`config.mk`:
```
export PLATFORM = sky130hd
export DESIGN_NAME = pad_direction_conditioner
export DESIGN_NICKNAME = d
export VERILOG_FILES = /design/src/rtl/pad_direction_conditioner_pkg.sv /design/src/rtl/pad_direction_conditioner_button_debouncer.sv /design/src/rtl/pad_direction_conditioner.sv
export SDC_FILE = /design/constraint.sdc
export NUM_CORES = 1
export LEC_CHECK = 0
export ABC_CLOCK_PERIOD_IN_PS = 3800
export BUFFER_PORTS_ARGS = -buffer_cell sky130_fd_sc_hd__clkbuf_2
export CAP_MARGIN = 10
export CORE_MARGIN = 2
export CORE_UTILIZATION = 35
export CTS_CLUSTER_SIZE = 24
export DETAILED_ROUTE_END_ITERATION = 10
export GPL_ROUTABILITY_DRIVEN = 0
export SLEW_MARGIN = 20
export SYNTH_ARGS = -nofsm -noshare
export SYNTH_HDL_FRONTEND = slang
export SYNTH_SLANG_ARGS = --single-unit
```
`constraint.sdc`:
```
create_clock -name clock -period 3.8 [get_ports clock]
set_input_delay 0.38 -clock clock [delete_from_list [all_inputs] [get_ports clock]]
set_output_delay 0.38 -clock clock [all_outputs]
set_load 0.01 [all_outputs]
```
`src/rtl/pad_direction_conditioner_pkg.sv`:
```
// Shared definitions for the per-player direction-pad conditioner.
// The direction codes match the skeleton's input-port decode and the game
// software, so changing them here breaks both of those consumers.
package pad_direction_conditioner_pkg;

  // Direction codes as returned to software through the input ports
  localparam logic [2:0] DIR_NONE  = 3'd0;
  localparam logic [2:0] DIR_UP    = 3'd1;
  localparam logic [2:0] DIR_RIGHT = 3'd2;
  localparam logic [2:0] DIR_DOWN  = 3'd3;
  localparam logic [2:0] DIR_LEFT  = 3'd4;

  // Bit positions of each button inside the 4-bit button vectors
  localparam int BTN_UP    = 0;
  localparam int BTN_RIGHT = 1;
  localparam int BTN_DOWN  = 2;
  localparam int BTN_LEFT  = 3;

  // Debounce FSM states; the debounced level is high in HELD and PEND_REL
  typedef enum logic [1:0] {
    DB_REL        = 2'd0,
    DB_PEND_PRESS = 2'd1,
    DB_HELD       = 2'd2,
    DB_PEND_REL   = 2'd3
  } db_state_e;

  // Highest-priority set button in a vector, ordered up > right > down > left
  function automatic logic [2:0] pick_dir(input logic [3:0] btns);
    logic [2:0] code;
    code = DIR_NONE;
    if (btns[BTN_UP])         code = DIR_UP;
    else if (btns[BTN_RIGHT]) code = DIR_RIGHT;
    else if (btns[BTN_DOWN])  code = DIR_DOWN;
    else if (btns[BTN_LEFT])  code = DIR_LEFT;
    return code;
  endfunction

endpackage

```
`src/rtl/pad_direction_conditioner_button_debouncer.sv`:
```
// One button: polarity fix, 2-flop synchroniser, and a four-state debounce
// FSM with a saturating stability counter. Produces the debounced level and
// a one-cycle press event aligned with the first HELD cycle.
module button_debouncer
  import pad_direction_conditioner_pkg::*;
#(
  parameter int DEBOUNCE_CYCLES = 500000,
  parameter int CNT_W           = 20,
  parameter int RAW_ACTIVE_LOW  = 1
) (
  input  logic clock,
  input  logic reset,
  input  logic raw_i,
  output logic level_o,
  output logic press_evt_o
);

  // The last increment before a pending state resolves; the counter then reads DEBOUNCE_CYCLES-1
  localparam logic [CNT_W-1:0] LAST_INC = CNT_W'(DEBOUNCE_CYCLES - 2);
  localparam logic [CNT_W-1:0] CNT_MAX  = {CNT_W{1'b1}};

  logic      raw_lvl;
  logic      sync1_q, sync2_q;
  db_state_e state_q, state_d;
  logic [CNT_W-1:0] cnt_q, cnt_d, cnt_inc;
  logic      press_evt_q;

  assign raw_lvl = (RAW_ACTIVE_LOW != 0) ? ~raw_i : raw_i;
  assign cnt_inc = (cnt_q == CNT_MAX) ? cnt_q : cnt_q + 1'b1;

  // Two-flop synchroniser, cleared to the released level
  always_ff @(posedge clock or negedge reset) begin
    if (!reset) begin
      sync1_q <= 1'b0;
      sync2_q <= 1'b0;
    end else begin
      sync1_q <= raw_lvl;
      sync2_q <= sync1_q;
    end
  end

  // Debounce state, counter and registered press event
  always_ff @(posedge clock or negedge reset) begin
    if (!reset) begin
      state_q     <= DB_REL;
      cnt_q       <= '0;
      press_evt_q <= 1'b0;
    end else begin
      state_q     <= state_d;
      cnt_q       <= cnt_d;
      press_evt_q <= (state_q == DB_PEND_PRESS) && (state_d == DB_HELD);
    end
  end

  // Next-state: a change is accepted only after DEBOUNCE_CYCLES stable samples
  always_comb begin
    state_d = state_q;
    cnt_d   = cnt_q;
    case (state_q)
      DB_REL: begin
        if (sync2_q) begin
          state_d = DB_PEND_PRESS;
          cnt_d   = '0;
        end
      end
      DB_PEND_PRESS: begin
        if (!sync2_q) begin
          state_d = DB_REL;
          cnt_d   = '0;
        end else if (cnt_q >= LAST_INC) begin
          state_d = DB_HELD;
          cnt_d   = cnt_inc;
        end else begin
          cnt_d = cnt_inc;
        end
      end
      DB_HELD: begin
        if (!sync2_q) begin
          state_d = DB_PEND_REL;
          cnt_d   = '0;
        end
      end
      DB_PEND_REL: begin
        if (sync2_q) begin
          state_d = DB_HELD;
          cnt_d   = '0;
        end else if (cnt_q >= LAST_INC) begin
          state_d = DB_REL;
          cnt_d   = cnt_inc;
        end else begin
          cnt_d = cnt_inc;
        end
      end
      default: begin
        state_d = DB_REL;
        cnt_d   = '0;
      end
    endcase
  end

  // Outputs: level is high while the button is considered pressed
  always_comb begin
    level_o     = (state_q == DB_HELD) || (state_q == DB_PEND_REL);
    press_evt_o = press_evt_q;
  end

endmodule

```
`src/rtl/pad_direction_conditioner.sv`:
```
// Per-player direction pad conditioner: four debounced buttons arbitrated
// into a single one-hot-or-zero direction for the skeleton's input ports.
// Optional build macro STICKY_DIR_EN keeps the last nonzero direction when
// every button is released (cleared only by reset).
module pad_direction_conditioner
  import pad_direction_conditioner_pkg::*;
#(
  parameter int DEBOUNCE_CYCLES = 500000,
  parameter int CNT_W           = 20,
  parameter int RAW_ACTIVE_LOW  = 1
) (
  input  logic       clock,
  input  logic       reset,
  input  logic       raw_up,
  input  logic       raw_right,
  input  logic       raw_down,
  input  logic       raw_left,
  output logic       up_sig,
  output logic       right_sig,
  output logic       down_sig,
  output logic       left_sig,
  output logic [2:0] dir_code,
  output logic       dir_change
);

  logic [3:0] raw_vec, level, press_evt;
  logic [2:0] last_dir_q, last_dir_d;
  logic       dir_change_q;
  logic       cur_held;

  assign raw_vec = {raw_left, raw_down, raw_right, raw_up};

  for (genvar b = 0; b < 4; b++) begin : g_btn
    button_debouncer #(
      .DEBOUNCE_CYCLES(DEBOUNCE_CYCLES),
      .CNT_W          (CNT_W),
      .RAW_ACTIVE_LOW (RAW_ACTIVE_LOW)
    ) u_db (
      .clock      (clock),
      .reset      (reset),
      .raw_i      (raw_vec[b]),
      .level_o    (level[b]),
      .press_evt_o(press_evt[b])
    );
  end

  // Is the button that currently owns the direction still held?
  always_comb begin
    cur_held = 1'b0;
    case (last_dir_q)
      DIR_UP:    cur_held = level[BTN_UP];
      DIR_RIGHT: cur_held = level[BTN_RIGHT];
      DIR_DOWN:  cur_held = level[BTN_DOWN];
      DIR_LEFT:  cur_held = level[BTN_LEFT];
      default:   cur_held = 1'b0;
    endcase
  end

  // Arbitration: newest press wins, fall back to highest-priority held button
  always_comb begin
    last_dir_d = last_dir_q;
    if (|press_evt) begin
      last_dir_d = pick_dir(press_evt);
    end else if (!cur_held) begin
      if (|level) begin
        last_dir_d = pick_dir(level);
      end else begin
`ifdef STICKY_DIR_EN
        last_dir_d = last_dir_q;
`else
        last_dir_d = DIR_NONE;
`endif
      end
    end
  end

  // Direction register and its change pulse, updated together
  always_ff @(posedge clock or negedge reset) begin
    if (!reset) begin
      last_dir_q   <= DIR_NONE;
      dir_change_q <= 1'b0;
    end else begin
      last_dir_q   <= last_dir_d;
      dir_change_q <= (last_dir_d != last_dir_q);
    end
  end

  // One-hot decode of the registered direction; at most one line is high
  always_comb begin
    dir_code   = last_dir_q;
    dir_change = dir_change_q;
    up_sig     = (last_dir_q == DIR_UP);
    right_sig  = (last_dir_q == DIR_RIGHT);
    down_sig   = (last_dir_q == DIR_DOWN);
    left_sig   = (last_dir_q == DIR_LEFT);
  end

endmodule
```
[Yosys cells after proc, flatten, opt, wreduce, memory -nomap -nowiden]
Cells that the tools add are included.
Cells by class
  add/subtract/negate cells: 4
  multipliers: 0
  div/mod/pow operators: 0
  magnitude comparators: 4
  equal/unequal tests: 33
  shift operators: 0
  multiplexer cells: 64
  bitwise gates (word level): 4
  reductions and logical operators: 18
Operator list (count)
  20-bit 2-to-1 mux: 20
  20-bit case mux with 4 select lines: 4
  20-bit by 1-bit adder with 20-bit output (second input constant): 4
  20-bit equality test (second input constant): 4
  20-bit by 19-bit >= comparator with 1-bit output (second input constant): 4
  2-bit 2-to-1 mux: 24
  3-bit 2-to-1 mux: 11
  2-bit case mux with 4 select lines: 4
  2-bit equality test (second input constant): 12
  2-bit by 1-bit equality test with 1-bit output (second input constant): 4
  2-bit zero test: 4
  2-bit by 1-bit != test with 1-bit output (second input constant): 4
  2-bit != test (second input constant): 4
  2-bit AND reduction: 4
  4-bit OR reduction: 2
  3-bit by 2-bit equality test with 1-bit output (second input constant): 2
  1-bit logical AND: 4
  1-bit logical OR: 4
  1-bit NOT: 4
  1-bit case mux with 4 select lines: 1
  3-bit by 1-bit equality test with 1-bit output (second input constant): 1
  3-bit equality test (second input constant): 1
  3-bit != test: 1
Word-level totals
  register bits after elaboration: 104
  bits in latches: 0
  memory bits (writable): 0
  bits in read-only memories: 0
  input port bits: 6
  output and inout bits: 8
  word-level logic and storage cells: 149
  memories: 0

[Longest topological paths before layout]
Gate-level depths: netlist (run 1).
  depth in word-level cells: 10
  mapped depth: 7
  depth with buffers taken out: 7

[Cells and area by module]
Synthesis (run 1) repeated with hierarchy kept, for this count alone.
Second synthesis, totals
  cell total of the unflattened synthesis: 712
  area total of the unflattened synthesis: 6640.1 um2
By module, submodules not included
  button_debouncer (g_btn[0].u_db ...): times used 2, cells each 171, area each 1642.8 um2, seq. area each 625.6 um2
  button_debouncer (g_btn[1].u_db): times used 1, cells each 165, area each 1482.7 um2, seq. area each 625.6 um2
  button_debouncer (g_btn[3].u_db): times used 1, cells each 159, area each 1470.2 um2, seq. area each 625.6 um2
  pad_direction_conditioner: times used 1, cells each 46, area each 401.6 um2, seq. area each 100.1 um2

[Worst setup path before layout (run 1)]
Ideal clock, no wire load.
  kind: flip-flop to flip-flop
  start: reg last_dir_q[0] (netlist: dir_code[0])
  end: reg dir_change_q (netlist: dir_change)
  library setup time: 0.134 ns
  data arrival time: 1.793 ns
  data required time: 3.666 ns
  slack: 1.873 ns
  stages on the path, launching flop included: 7
  buffers on the path: 1
  period minus slack after synthesis: 1.927 ns
  cells stage by stage: dfrtp_1 -> buf_2 -> nor3b_1 -> o21ai_0 -> a2111oi_2 -> xnor2_1 -> o211ai_1
On the way
  word-level cells in the longest chain between the ends: 5
  elaborated cells between the ends (all ways): 8
  classes of those cells: eq/ne (5); mux (3)
RTL lines
  start, declared: RTL line pad_direction_conditioner.sv:27  | logic [2:0] last_dir_q, last_dir_d;
  start signal, assigned: RTL line pad_direction_conditioner.sv:83  | last_dir_q <= last_dir_d;
  3-bit equality test
  net left_sig: RTL line pad_direction_conditioner.sv:21  | output logic left_sig,
  1-bit case mux with 4 select lines: RTL line pad_direction_conditioner.sv:50  | case (last_dir_q)
  3-bit 2-to-1 mux: RTL line pad_direction_conditioner.sv:64  | end else if (!cur_held) begin
  3-bit 2-to-1 mux: RTL line pad_direction_conditioner.sv:62  | if (|press_evt) begin
  net last_dir_d[2]: RTL line pad_direction_conditioner.sv:27
  3-bit != test: RTL line pad_direction_conditioner.sv:84  | dir_change_q <= (last_dir_d != last_dir_q);
  end signal, assigned: RTL line pad_direction_conditioner.sv:84
  end, declared: RTL line pad_direction_conditioner.sv:28  | logic dir_change_q;
The timed path passes the listed nets, and every way through them passes these cells.
A chain may end at the register's enable or synchronous reset.

[Final worst setup path (run 1)]
  start: reg g_btn[0].u_db.state_q[1]
  end: reg g_btn[0].u_db.cnt_q[1]
On the way
  word-level cells in the longest chain between the ends: 3
  elaborated cells between the ends (all ways): 8
  classes of those cells: eq/ne (5); mux (1); reduce/logical (2)
RTL lines
  start, declared: RTL line pad_direction_conditioner_button_debouncer.sv:24  | db_state_e state_q, state_d;
  start signal, assigned: RTL line pad_direction_conditioner_button_debouncer.sv:49  | state_q <= state_d;
  2-bit equality test / 2-bit zero test (equally long branches): RTL line pad_direction_conditioner_button_debouncer.sv:59  | case (state_q)
  2-bit != test (no line) / 2-bit by 1-bit != test with 1-bit output (equally long branches)
  2-bit AND reduction (no line)
  end signal, assigned: RTL line pad_direction_conditioner_button_debouncer.sv:50  | cnt_q <= cnt_d;
  end, declared: RTL line pad_direction_conditioner_button_debouncer.sv:25  | logic [CNT_W-1:0] cnt_q, cnt_d, cnt_inc;
Parallel ways exist; a longest one is shown, timed or not.

==> results of run 1 <==
==> worst max-delay path: stages (launching register included) <==
cell     delay (ns)
dfrtp_1        0.48
xor2_1         0.44
nand2_1        0.48
nor3_1         0.52
o21ai_0        0.15
o31ai_1        0.11
==> worst max-delay path by stage <==
stage	startpoint	end	slack (ns)	cells after the start
after floorplan	dir_code[0]	dir_change	1.87	6
after global placement	g_btn[0].u_db.state_q[1]	g_btn[0].u_db.cnt_q[1]	1.68	5
after detailed placement	g_btn[0].u_db.state_q[1]	g_btn[0].u_db.cnt_q[1]	1.57	5
after CTS	g_btn[0].u_db.state_q[1]	g_btn[0].u_db.cnt_q[1]	1.56	5
after global routing	g_btn[0].u_db.state_q[1]	g_btn[0].u_db.cnt_q[1]	1.28	5
final	g_btn[0].u_db.state_q[1]	g_btn[0].u_db.cnt_q[1]	1.52	5
==> flip-flops by register name (all words and copies together) (netlist names) <==
name / flops
g_btn.u_db.press_evt_o: 4
g_btn.u_db.state_q: 8
g_btn.u_db.cnt_q: 80
g_btn.u_db.sync2_q: 4
g_btn.u_db.sync1_q: 4
dir_code: 3
dir_change: 1
==> stage by stage <==
stage          std cells  utilization [%]  setup WS (ns)  area (um2)  hold WS (ns)
2_1_floorplan        666                -           1.87        6060        0.0844
6_report             897             38.6           1.52        6610         0.159
3_3_place_gp         881             37.0           1.68        6320         0.203
3_5_place_dp         881             37.0           1.57        6320         0.203
4_1_cts              897             38.6           1.56        6610         0.151
5_1_grt              897             38.6           1.28        6610         0.148
==> power breakdown <==
part / switching (uW) / internal (uW) / leakage (uW)
logic: 102 / 44.1 / 0.00108
clock network: 416 / 462 / 0.000132
registers: 38.2 / 1130 / 0.00142
total: 556 / 1640 / 0.00263
==> cell families after synthesis <==
logic type	after synthesis
mux	7
flops	104
buf+inv	55
simple gates	287
xor+xnor	20
compound gates	185
fa+ha+maj	8
==> per-layer routing <==
metal  vias to the layer above  track usage, %
met1                      2591            22.1
met5                         -               0
met4                         0            6.42
li1                       2565               -
met3                        18            2.21
met2                       133            25.2
==> repair_timing <==
action | in CTS | in global routing
hold endpoints to repair | 6 | 0
hold buffers | 1 | 0
resized for setup | 0 | 0
==> synthesized netlist by cell type (6+ instances only) <==
cell        n  area, um2
dfrtp_1   104       2600
nand2_1    60        225
nor2_1     53        199
nand3_1    39        195
o21ai_0    39        195
a21oi_1    30        150
inv_1      29        109
nand4_1    25        156
clkbuf_1   18       67.6
o311ai_0   17        149
nor3_1     16       80.1
nor4_1     15       93.8
o41ai_1    15        131
o31ai_1    13       97.6
and4_1     12        105
xnor2_1    12        105
o211ai_1   11       82.6
and2_1      9       56.3
and3_1      9       56.3
ha_1        8        100
a31oi_1     7       43.8
buf_2       7       35.0
or4_1       7       52.6
xor2_1      7       61.3
mux2_2      6       67.6
nor3b_1     6       45.0
==> cell type report <==
| cell class | count | area (um2) | share of cell area [%] |
|---|---|---|---|
| Clock inverter | 4 | 30.0 | 0.454 |
| Sequential cell | 104 | 2600 | 39.4 |
| Timing Repair Buffer | 17 | 100 | 1.51 |
| Multi-Input combinational cell | 507 | 3240 | 49.1 |
| Inverter | 29 | 109 | 1.65 |
| Tap cell | 225 | 282 | 4.26 |
| Clock buffer | 11 | 243 | 3.67 |
==> cells in the final DEF, fill, tap and decap left out, types with 4 or more instances in the layout <==
| master | n |
|---|---|
| o21ai_0 | 39 |
| a211oi_1 | 5 |
| inv_1 | 29 |
| nand3_1 | 39 |
| dfrtp_1 | 104 |
| a21o_1 | 5 |
| nand2b_1 | 5 |
| a21oi_1 | 30 |
| and2_1 | 9 |
| nor3_1 | 16 |
| xor2_1 | 7 |
| nand4_1 | 25 |
| a41oi_1 | 4 |
| or3_1 | 5 |
| and3_1 | 9 |
| o311ai_0 | 17 |
| a31o_2 | 4 |
| or2_2 | 5 |
| a31oi_1 | 7 |
| nand2_1 | 60 |
| mux2_2 | 6 |
| xnor2_1 | 12 |
| ha_1 | 8 |
| clkbuf_2 | 12 |
| nor4b_1 | 4 |
| o31ai_1 | 13 |
| o211ai_1 | 11 |
| nor2_1 | 53 |
| buf_4 | 4 |
| clkbuf_16 | 9 |
| nor4_1 | 15 |
| and4_1 | 12 |
| nor3b_1 | 6 |
| or4_1 | 7 |
| o41ai_1 | 15 |
==> tab_implementation.tex, run 1 <==
\begin{tabular}{lr}
\hline
Metric & Value \\
\hline
\multicolumn{2}{l}{\textbf{Detailed routing}} \\
\quad \# DRC & 0 \\
\quad Routed Antenna Nets & 0 \\
\quad Per-cell via count in the routed design & between 5 and 6 \\
\quad Count of routing violations after the opening detailed-route iteration & 477 \\
\quad TritonRoute pass-1 iters & 5 \\
\quad Routed length on met2 & around 6.7 mm \\
\quad DRT Wirelength & 14.2 mm \\
\quad Highest metal layer used by the detailed router & met4 \\
\quad DRT met1 WL & roughly 7 mm \\
\quad Met3 Wirelength & between 500 and 600 um \\
\quad Drt wl/cell & $\sim$16 um \\
\quad Number of vias after detailed routing & about 5300 \\
\multicolumn{2}{l}{\textbf{Yosys}} \\
\quad Synthesized-area fraction occupied by and/or/nand/nor cells & about a quarter \\
\quad Sequential element share of the synthesized area & between 40\% and 50\% \\
\quad Fraction of the mapped netlist area in adder cells & approximately 1.7\% \\
\quad Share of flip-flops with an asynchronous set or reset after synthesis & 100\% \\
\quad Yosys warns & 0 \\
\quad Number of synthesized flops with an enable pin & 0 \\
\quad Mean Syn Cell Area & a little over 9 um2 \\
\quad Post-synthesis sequential element count & roughly 100 \\
\quad Multiplexer share of the synthesized area & about 1.3\% \\
\quad Combinational family with the most area after synthesis & simple AND/OR/NAND/NOR gates \\
\quad Cell area after synthesis & a little over 6000 um2 \\
\quad Number of distinct library cells after synthesis & 71 \\
\quad Fraction of the mapped netlist area in compound gates & 21.5\% \\
\quad Synthesized net count & slightly below 700 \\
\quad Leading register cell type out of synthesis & dfrtp\_1 \\
\quad Cell count after synthesis & 666 \\
\quad Xor/xnor share of the synthesized area & 3.01\% \\
\multicolumn{2}{l}{\textbf{Global routing}} \\
\quad Antenna violations before repair & 0 \\
\quad Global-route wire length before repair & between 20 and 25 mm \\
\quad Remaining global-route overflow & 0 \\
\quad Vias in the first global route & 5001 \\
\quad Tot GR Track Use & between 10\% and 20\% \\
\quad Largest net degree at the start of global routing & 64 \\
\multicolumn{2}{l}{\textbf{Hold path}} \\
\quad Hold path startpoint & raw\_left \\
\quad Endpoint, Worst Hold & g\_btn[3].u\_db.sync1\_q \\
\quad Count of cells along the worst hold path & 2 \\
\quad Worst hold path class & in -> reg \\
\multicolumn{2}{l}{\textbf{CTS}} \\
\quad Clock Sink Count & $\sim$100 \\
\quad Root Buffer & clkbuf\_16 \\
\quad TritonCTS clock tree & done \\
\quad Number of buffers on the longest clock path & 2 \\
\quad Cts bufs inserted & 9 \\
\quad \# H-tree levels & 3 \\
\quad Setup fix buffers added after clock tree synthesis & 0 \\
\quad Worst-path clk slew & 0.08 ns \\
\quad Clock network latency to the later pin of the worst-skew pair & roughly 0.35 ns \\
\multicolumn{2}{l}{\textbf{Floorplanning}} \\
\quad Number of top-level pins & 14 \\
\quad Number of core rows & between 40 and 50 \\
\quad Width of the chip & approximately 140 um \\
\quad Die height & $\sim$140 um \\
\quad DIE AREA & 18400 um2 \\
\quad Starting density of the core & a little over a third \\
\quad Core Region & approximately 17000 um2 \\
\multicolumn{2}{l}{\textbf{Run}} \\
\quad Number of maximum-capacitance constraint violations & 0 \\
\multicolumn{2}{l}{\textbf{STA}} \\
\quad Number of failing hold endpoints at the final stage & 0 \\
\quad Min Tclk post-route & about 2.3 ns \\
\quad Headroom to the max-slew limit & 35.0\% \\
\quad Share of the cycle needed by the critical path after routing & between 60\% and 70\% \\
\quad Upper clock frequency limit & 438 MHz \\
\quad Final worst clock skew & between 0.01 and 0.015 ns \\
\quad RSZ-0062 raised after global routing & no \\
\quad Max-slew violation count & 0 \\
\quad Final setup violation count & 0 \\
\quad Worst-margin pin slew & slightly below 1 ns \\
\quad Final-layout setup total negative slack & 0 ns \\
\multicolumn{2}{l}{\textbf{Outcome}} \\
\quad Result of the run & complete, no violations \\
\multicolumn{2}{l}{\textbf{Pwr}} \\
\quad Total design power & 2200 uW \\
\quad Static leakage power & 0.00263 uW \\
\quad Power Dens Cells & about 330 nW/um2 \\
\quad Max rail drop VDD & around 0.24 mV \\
\multicolumn{2}{l}{\textbf{Final layout}} \\
\quad Growth of design area from synthesis to finish & 8.98\% \\
\quad Fraction of final layout cells sized beyond drive strength 1 & approximately 8\% \\
\quad Number of nets at the end of the flow & about 700 \\
\quad Filler Cells Inserted & between 1500 and 2000 \\
\quad Antenna cells & 0 \\
\multicolumn{2}{l}{\textbf{Critical path}} \\
\quad Largest driver fanout on the critical path & 17 \\
\quad Class of the most critical setup path & reg -> reg \\
\quad Kind of capture point of the worst setup path & register \\
\quad Startpoint type of the worst setup path & register \\
\quad Reg2reg end & g\_btn[0].u\_db.cnt\_q[1] \\
\quad Worst Reg-to-Reg Cells & 5 \\
\quad Arrival time at the worst endpoint & around 2.5 ns \\
\quad Slack of the worst reg-to-reg path & about 1.5 ns \\
\quad Start of the worst register-to-register path & g\_btn[0].u\_db.state\_q[1] \\
\quad Crit path required time & around 4.1 ns \\
\multicolumn{2}{l}{\textbf{Placed design}} \\
\quad Half-perimeter wire length after detailed placement & approximately 9.8 mm \\
\quad Number of port buffers & 13 \\
\hline
\end{tabular}
(Power assumes the default switching activity.)
==> inputs of run 2 (changes only) <==
- ABC_CLOCK_PERIOD_IN_PS: 3800 -> 1930
- clock period: 3.8 -> 1.93 ns (I/O delays scaled with it)
==> run 2 against run 1 <==
  * The run now ends with negative setup slack left
  * Non-clock buffer count up 91
  * Clock-buffer cell count decreased by 1
  * Sequential power grew 95%
  * Routed wire length is 10% higher
  * Register-to-register slack worse by 1.5 ns
  * Maximum frequency up 16%
  * Via count grew 8.2%
  * Final area up 14%
  * Critical path depth rose by 1
  * Flip-flop and latch count unchanged
  * Cell count grew 10%
  * First-iteration DRC count down 7.3%
  * Largest power group unchanged
==> tab_implementation.tex, run 2 (same netlist as run 1, synthesis figures left out) <==
\begin{tabular}{lr}
\hline
Metric & Value \\
\hline
\multicolumn{2}{l}{\textbf{Placed design}} \\
\quad Total placed cells including tap cells & roughly 960 \\
\quad Half-perimeter wire length after detailed placement & 10.8 mm \\
\quad Post-placement worst setup slack & -0.0130 ns \\
\quad Number of port buffers & 13 \\
\multicolumn{2}{l}{\textbf{Final layout}} \\
\quad Antenna cells & 0 \\
\quad Growth of design area from synthesis to finish & 24.0\% \\
\quad Max reg flops & 80 \\
\quad Filler Cells Inserted & approximately 1600 \\
\quad Most common cell after layout, fill and taps aside & dfrtp\_1 \\
\quad Most frequent cells in the layout & dfrtp\_1 (99), buf\_4 (88), nand2\_1 (59) \\
\quad Register bank with the most flops & g\_btn.u\_db.cnt\_q \\
\quad Total area of multi-input combinational cells & approximately 3400 um2 \\
\quad Post-Layout Cell Count & about 1000 \\
\quad Number of nets at the end of the flow & between 700 and 800 \\
\quad Largest registers ranked by flip-flop count & g\_btn.u\_db.cnt\_q x80, g\_btn.u\_db.state\_q x8 \\
\quad Register area & 2610 um2 \\
\quad Fraction of final layout cells sized beyond drive strength 1 & 23.6\% \\
\multicolumn{2}{l}{\textbf{Floorplanning}} \\
\quad Width of the chip & between 100 and 150 um \\
\quad Number of core rows & 48 \\
\quad Die height & 136 um \\
\quad Starting density of the core & a little over a third \\
\quad Number of top-level pins & 14 \\
\quad DIE AREA & between 15000 and 20000 um2 \\
\quad Core Region & $\sim$17000 um2 \\
\multicolumn{2}{l}{\textbf{CTS}} \\
\quad \# H-tree levels & 3 \\
\quad TritonCTS clock tree & done \\
\quad Clock network latency to the later pin of the worst-skew pair & $\sim$0.35 ns \\
\quad Worst-path clk slew & about 0.07 ns \\
\quad Root Buffer & clkbuf\_16 \\
\quad Cts bufs inserted & 9 \\
\quad Clock Sink Count & 104 \\
\quad Number of buffers on the longest clock path & 2 \\
\multicolumn{2}{l}{\textbf{Critical path}} \\
\quad Slowest stage cell on the critical path & or4\_4 \\
\quad Crit path required time & 2.23 ns \\
\quad Largest driver fanout on the critical path & 5 \\
\quad Kind of capture point of the worst setup path & register \\
\quad Arrival time at the worst endpoint & between 2 and 2.5 ns \\
\quad Startpoint type of the worst setup path & register \\
\quad Crit path buffers/inverters & 0 \\
\quad Class of the most critical setup path & reg -> reg \\
\quad Gate family responsible for the most delay along the worst path & simple AND/OR/NAND/NOR gates \\
\quad Worst path max stage delay & approximately 0.57 ns \\
\quad Cells along the critical path & ha\_2 -> nand4\_1 -> or4\_4 -> or3\_4 -> a22oi\_2 -> a21o\_1 \\
\multicolumn{2}{l}{\textbf{STA}} \\
\quad Min Tclk post-route & 1.96 ns \\
\quad Headroom to the max-slew limit & around three fifths \\
\quad Final worst clock skew & roughly 0.0085 ns \\
\quad Smallest setup slack after layout & -0.0317 ns \\
\quad Worst-margin pin slew & approximately 0.58 ns \\
\quad RSZ-0062 raised after global routing & yes \\
\quad Max-slew violation count & 0 \\
\quad Share of the cycle needed by the critical path after routing & 102\% \\
\quad Final setup violation count & 1 \\
\quad Final Hold Slack & around 0.35 ns \\
\quad Upper clock frequency limit & approximately 500 MHz \\
\quad Number of failing hold endpoints at the final stage & 0 \\
\multicolumn{2}{l}{\textbf{Detailed routing}} \\
\quad Count of routing violations after the opening detailed-route iteration & between 400 and 500 \\
\quad Routed Antenna Nets & 0 \\
\quad Per-cell via count in the routed design & 5.80 \\
\quad TritonRoute pass-1 iters & 5 \\
\quad Number of vias after detailed routing & between 5000 and 6000 \\
\quad \# DRC & 0 \\
\quad DRT Wirelength & 15.6 mm \\
\quad Drt wl/cell & $\sim$16 um \\
\multicolumn{2}{l}{\textbf{Outcome}} \\
\quad Result of the run & complete, but fails checks \\
\quad Violations in the final reports & negative setup slack \\
\multicolumn{2}{l}{\textbf{Pwr}} \\
\quad Power Dens Cells & roughly 600 nW/um2 \\
\quad Total design power & around 4500 uW \\
\quad Max rail drop VDD & just over 0.6 mV \\
\quad Static leakage power & between 0.003 and 0.004 uW \\
\multicolumn{2}{l}{\textbf{Global routing}} \\
\quad Vias in the first global route & around 5400 \\
\quad Antenna violations before repair & 0 \\
\quad Remaining global-route overflow & 0 \\
\quad Tot GR Track Use & around 17\% \\
\quad Largest net degree at the start of global routing & $\sim$110 \\
\quad Global-route wire length before repair & 26.2 mm \\
\multicolumn{2}{l}{\textbf{Run}} \\
\quad Number of maximum-capacitance constraint violations & 0 \\
\multicolumn{2}{l}{\textbf{Hold path}} \\
\quad Worst hold path class & reg -> reg \\
\hline
\end{tabular}
[run 2: changes by cell type in the layout (fill, tap and decap cells not counted), sizes merged]
cell	before	now
clkinvlp	1	3
clkbuf	23	22
dlygate4sd3	1	5
buf	4	91
[run 2: worst register-to-register path, delay by kind of cell (launching register included)]
family          cells  cell delay [ns]
compound gates      2             0.22
flops               1             0.42
simple gates        3             1.05
fa+ha+maj           1             0.22
[run 2: path summary, 6_finish.rpt]
check                                       start                 endpoint  slack (ns)  cells past startpoint
setup / recovery           g_btn[0].u_db.cnt_q[1]  g_btn[0].u_db.cnt_q[16]       -0.03                      6
hold / removal              g_btn[1].u_db.sync1_q    g_btn[1].u_db.sync2_q        0.35                      0
setup reg to reg           g_btn[0].u_db.cnt_q[1]  g_btn[0].u_db.cnt_q[16]       -0.03                      6
hold reg to reg             g_btn[1].u_db.sync1_q    g_btn[1].u_db.sync2_q        0.35                      0
max in group asynchronous                   reset  g_btn[0].u_db.cnt_q[10]        1.03                      3
min in group asynchronous                   reset  g_btn[2].u_db.cnt_q[18]        0.41                      3
[run 2: metrics by stage]
stage | TNS [ns] | util (%) | instance area [um2]
2_1_floorplan | 0 | - | 6060
3_3_place_gp | -0.0457 | 40.4 | 6910
3_5_place_dp | -0.0358 | 40.4 | 6910
4_1_cts | 0 | 42.4 | 7260
5_1_grt | -0.393 | 43.9 | 7520
6_report | -0.0317 | 43.9 | 7520
[run 2: repair_timing]
action                                  CTS  global route
hold endpoints to repair                108             0
pin swaps                                 2             4
setup buffers                             0            11
endpoints found under the setup margin    8            41
resized for setup                         7            44
hold buffers                              5             0
[run 2: power breakdown]
group          switching [uW]  total (uW)  internal, uW
logic                     260         443           182
clock network             869        1750           881
registers                50.9        2280          2230
total                    1180        4470          3290
[run 2: final cells by class]
class                      count  area share (%)
multi-input combinational    507            45.6
sequential                   104            34.7
timing repair buffer         108            10.8
tap                          225            3.75
clock buffer                  10            3.05
inverter                      29            1.45
clock inverter                 6           0.599
[run 2: metal layers]
| layer | part of all wire, % | global-route usage (%) | wire [um] | vias up |
|---|---|---|---|---|
| met5 | 0 | 0 | 0 | - |
| met3 | 5.2 | 4.45 | 818 | 21 |
| met1 | 47 | 23.2 | 7280 | 2792 |
| li1 | - | - | - | 2755 |
| met2 | 47 | 28.1 | 7300 | 172 |
| met4 | 1.6 | 5.15 | 246 | 0 |
